File: src/rtl/pipe_stage_elastic.sv
// Elastic multi-stage pipeline register with a valid/ready handshake.
// DEPTH register stages move a packed payload toward the output. Empty stages
// always load, so bubbles collapse while the output is stalled. A synchronous
// flush empties every stage, and a saturating counter records the cycles in
// which downstream was ready but no entry was available.
module pipe_stage_elastic #(
   parameter int unsigned       DATA_W  = 8,
   parameter int unsigned       DEPTH   = 2,
   parameter logic [DATA_W-1:0] CLR_VAL = '0,
   parameter int unsigned       CNT_W   = 16
) (
   input  logic                       clk,
   input  logic                       reset,
   input  logic                       flush,
   input  logic                       in_valid,
   output logic                       in_ready,
   input  logic [DATA_W-1:0]          in_data,
   output logic                       out_valid,
   input  logic                       out_ready,
   output logic [DATA_W-1:0]          out_data,
   output logic [$clog2(DEPTH+1)-1:0] occupancy,
   output logic [CNT_W-1:0]           bubble_cnt
);

   localparam int unsigned OCC_W = $clog2(DEPTH + 1);

   logic [DEPTH-1:0]  stageValid;
   logic [DATA_W-1:0] stageData [DEPTH];
   logic [DEPTH-1:0]  stageEn;
   logic [DEPTH-1:0]  srcValid;
   logic [DATA_W-1:0] srcData [DEPTH];
   logic              bubbleInc;

   // Enable chain from the output backward: a stage may load if it is empty
   // or the stage after it is moving.
   always_comb begin
      logic chain;
      stageEn = '0;
      chain   = !stageValid[DEPTH-1] || out_ready;
      for (int unsigned i = 0; i < DEPTH; i++) begin
         stageEn[DEPTH-1-i] = chain;
         if (i + 1 < DEPTH) begin
            chain = !stageValid[DEPTH-2-i] || chain;
         end
      end
   end

   // Source of each stage: the upstream port for stage 0, else the previous stage.
   always_comb begin
      srcValid    = '0;
      srcValid[0] = in_valid;
      srcData[0]  = in_data;
      for (int unsigned k = 1; k < DEPTH; k++) begin
         srcValid[k] = stageValid[k-1];
         srcData[k]  = stageData[k-1];
      end
   end

   // Stage registers: flush empties everything, otherwise enabled stages load
   // their source and empty slots carry CLR_VAL so inactive controls read clean.
   always_ff @(posedge clk or posedge reset) begin
      if (reset) begin
         stageValid <= '0;
         for (int unsigned k = 0; k < DEPTH; k++) begin
            stageData[k] <= CLR_VAL;
         end
      end else if (flush) begin
         stageValid <= '0;
         for (int unsigned k = 0; k < DEPTH; k++) begin
            stageData[k] <= CLR_VAL;
         end
      end else begin
         for (int unsigned k = 0; k < DEPTH; k++) begin
            if (stageEn[k]) begin
               stageValid[k] <= srcValid[k];
               stageData[k]  <= srcValid[k] ? srcData[k] : CLR_VAL;
            end
         end
      end
   end

   // Handshake outputs; flush blocks both transfers in its own cycle.
   always_comb begin
      in_ready  = stageEn[0] && !flush;
      out_valid = stageValid[DEPTH-1] && !flush;
      out_data  = stageData[DEPTH-1];
   end

   // Occupancy is the population count of the registered valid bits.
   always_comb begin
      occupancy = '0;
      for (int unsigned k = 0; k < DEPTH; k++) begin
         occupancy = occupancy + OCC_W'(stageValid[k]);
      end
   end

   assign bubbleInc = out_ready && !out_valid && !flush;

   // Saturating bubble counter, cleared only by reset.
   always_ff @(posedge clk or posedge reset) begin
      if (reset) begin
         bubble_cnt <= '0;
      end else if (bubbleInc && (bubble_cnt != '1)) begin
         bubble_cnt <= bubble_cnt + CNT_W'(1);
      end
   end

endmodule

File: config.mk
export PLATFORM = sky130hd
export DESIGN_NAME = pipe_stage_elastic
export DESIGN_NICKNAME = d
export VERILOG_FILES = /design/src/rtl/pipe_stage_elastic.sv
export SDC_FILE = /design/constraint.sdc
export NUM_CORES = 1
export LEC_CHECK = 0
export CORE_UTILIZATION = 55
export CTS_CLUSTER_SIZE = 20
export DETAILED_ROUTE_END_ITERATION = 10
export DONT_BUFFER_PORTS = 1
export MAX_ROUTING_LAYER = met4
export PLACE_DENSITY_LB_ADDON = 0.25
export SETUP_SLACK_MARGIN = 0.02
export SLEW_MARGIN = 20
export SYNTH_ARGS = -nofsm -noshare
export SYNTH_HDL_FRONTEND = slang
export SYNTH_SLANG_ARGS = --single-unit
File: constraint.sdc
create_clock -name clk -period 1.6 [get_ports clk]
set_input_delay 0.32 -clock clk [delete_from_list [all_inputs] [get_ports clk]]
set_output_delay 0.32 -clock clk [all_outputs]
set_load 0.02 [all_outputs]
==> reports/qor.yml <==
r2r-end: "bubble_cnt[10]"
gp_congestion: 0.808
ys_ff_latch: 34
worst_ep_arrival_time_ns: 1.79
wl_mm: 3.27
io_pins: 41
cts_root_buf: "clkbuf_4"
die_h_um: 54.6
synth_top_family_by_area: "simple AND/OR/NAND/NOR gates"
grt_max_degree: 35
antenna_left: 0
status: "finished clean"
cts_tree: "done"
viasPerCell: 5.92
wl_per_cell_um: 16.5
synth_cell_types: 33
rows: 18
max_freq_mhz: 653
hold_viol: 0
worstSetupPathType: "flop to flop"
grt_overflow: 0
tns_ns: 0
worstPathCellList: "buf_4 > nor3b_4 > nand2_2 > nor4_2 > xor2_1"
insertion_delay_ns: 0.33
yosys.area.top_type: "dfrtp_1"
grt_pass1_wl_mm: 4.80
critPathLaunch: "stageValid[1]"
core-area_um2: 2540
synth_compound_area_share_pct: 8.79
drc_errors: 0
drive_gt1_share_pct: 33.7
cts_buffers: 5
synth_edf_count: 0
vias: 1178
worst_setup_path_start_kind: "flop"
die_w_um: 54.6
drt_iter0_drc: 41
path_max_fanout: 6
timing.final.crit_share_pct: 95.7
maxSlewViolCount: 0
synth_commonest_cells: "34 x dfrtp_1, 15 x nand3_1, 12 x nand2_1, 10 x a21oi_1"
ctsHtreeMaxLevel: 2
p_leak_nw: 0.903
syn_inst: 138
crit_slowest_cell: "dfrtp_1"
hold_class: "primary input to flop"
endpoint_kind: "flop"
ff2ff_path_depth: 5
dp_hpwl_mm: 2.30
diodes: 0
clk_path_buf_depth: 2
ys_async_sr_fraction_pct: 100
worstPathRequired_ns: 1.86
clock_sinks: 34
cp_slowest_stage_delay_ns: 0.44
setup_viol: 0
grtUsageTotal_pct: 24.4
powerDensity_nw_per_um2: 1220
io_buffer_count: 0
dieArea_um2: 2980
synth_area_leaders: "dfrtp_1 56%, nand3_1 4.9%, a22o_1 4.6%"
worst_slew_pin_slew_ns: 0.441
final_cell_area_um2: 1940
syn-num-nets: 153
antenna_found_initial: 0
rr_startpoint: "stageValid[1]"
synth_top_cell_area_share_pct: 55.9
yosysMostFrequentCell: "dfrtp_1"
synth_mux_area_share_pct: 0.740
first_pass_iters: 4
synthSimpleGateAreaFrac_pct: 23.8
synth.avg_cell_area_um2: 11.0
synthXorXnorAreaFrac_pct: 7.48
worst-r2r-setup-slack_ns: 0.07
holdWs_ns: 0.0289
nNetsFinal: 183
place_area_um2: 1710
yosys_warnings: 0
syn_to_final_growth_pct: 27.4
period_needed_ns: 1.53
clkSlewWorstSetupHoldPaths_ns: 0.11
synth_fa_ha_area_share_pct: 1.64
cp_num_buf_inv: 1
cap_violations: 0
yosysSeqAreaShare_pct: 55.9
synthFlopType: "dfrtp_1"
grt_pass1_vias: 1071
netlist_area_um2: 1520
slew_headroom_pct: 70.6
skew_ns: 0.00825
cp-endpoint: "bubble_cnt[10]"
path_delay_family: "simple AND/OR/NAND/NOR gates"
cp_num_cells: 5
initial_core_util_pct: 59.8
worst_ir_drop_vdd_uv: 1130
-- repair_timing --
action | CTS | global route
setup endpoints to repair | 1 | 7
setup buffers | 1 | 6
pin swaps | 1 | 3
hold buffers | 1 | 0
resized for setup | 2 | 10
cloned | 0 | 0
endpoints found under the hold margin | 34 | 0
-- state kept, by name (all words and copies together) (netlist names) --
name / count
stageValid: 2
srcData: 8
out_data: 8
bubble_cnt: 16
-- power by group --
| group | switching [mW] | leakage (nW) | total [mW] | internal [mW] |
|---|---|---|---|---|
| clock | 0.290 | 0.0585 | 0.819 | 0.529 |
| combinational | 0.294 | 0.393 | 0.517 | 0.223 |
| sequential | 0.0836 | 0.452 | 1.04 | 0.952 |
-- metrics by stage --
| step | instances | setup WS, ns | total power, mW | util, % |
|---|---|---|---|---|
| 2_1_floorplan | 138 | 0.0276 | 1.36 | - |
| 3_3_place_gp | 183 | 0.0921 | 1.52 | 67.3 |
| 3_5_place_dp | 183 | 0.0708 | 1.54 | 67.3 |
| 4_1_cts | 193 | 0.0105 | 2.36 | 72.6 |
| 5_1_grt | 199 | -0.00198 | 2.49 | 76.2 |
| 6_report | 199 | 0.0694 | 2.37 | 76.2 |
-- final cells by class --
cell class | count | area [um2]
sequential | 34 | 856
multi-input combinational | 98 | 718
fill | 183 | 606
timing repair buffer | 28 | 213
clock inverter | 2 | 60.1
clock buffer | 6 | 51.3
tap | 30 | 37.5
inverter | 1 | 3.75
-- routing by layer --
layer	GRT usage, %	wire length, um	vias up
li1	-	-	557
met2	36.5	1640	41
met5	-	0	-
met4	9.83	34	0
met1	30.9	1400	576
met3	6.94	200	4
-- how the worst min path moves through the flow --
stage / from / endpoint / slack (ns) / cells past startpoint
after floorplan: in_data[0] / srcData[0] / 0.45 / 1
after global placement: reset / bubble_cnt[9] / 0.32 / 2
after CTS: flush / out_data[3] / 0.01 / 1
after detailed placement: reset / bubble_cnt[11] / 0.33 / 2
after global routing: flush / out_data[3] / 0.004 / 1
final: flush / out_data[3] / 0.03 / 1
-- cell families after synthesis --
family	count (synthesis)
simple gates	62
flops	34
compound gates	20
xor+xnor	13
buf+inv	6
fa+ha+maj	2
mux	1
-- cells in the final DEF (no fill, tap or decap), types with 2 or more instances in the layout --
cell       netlist  routed
nor2_1           5       4
xnor2_1          5       5
buf_4            0      27
xor2_1           8       8
a22o_1           8       8
a21oi_1         10       9
nand4_1          4       4
clkbuf_4         0       5
and3_2           2       2
nand3_1         15      15
bufinv_16        0       2
nand2_1         12      11
dfrtp_2          0       4
and4_1           2       2
nor3_1           5       5
dfrtp_1         34      30
(Power assumes the default switching activity.)
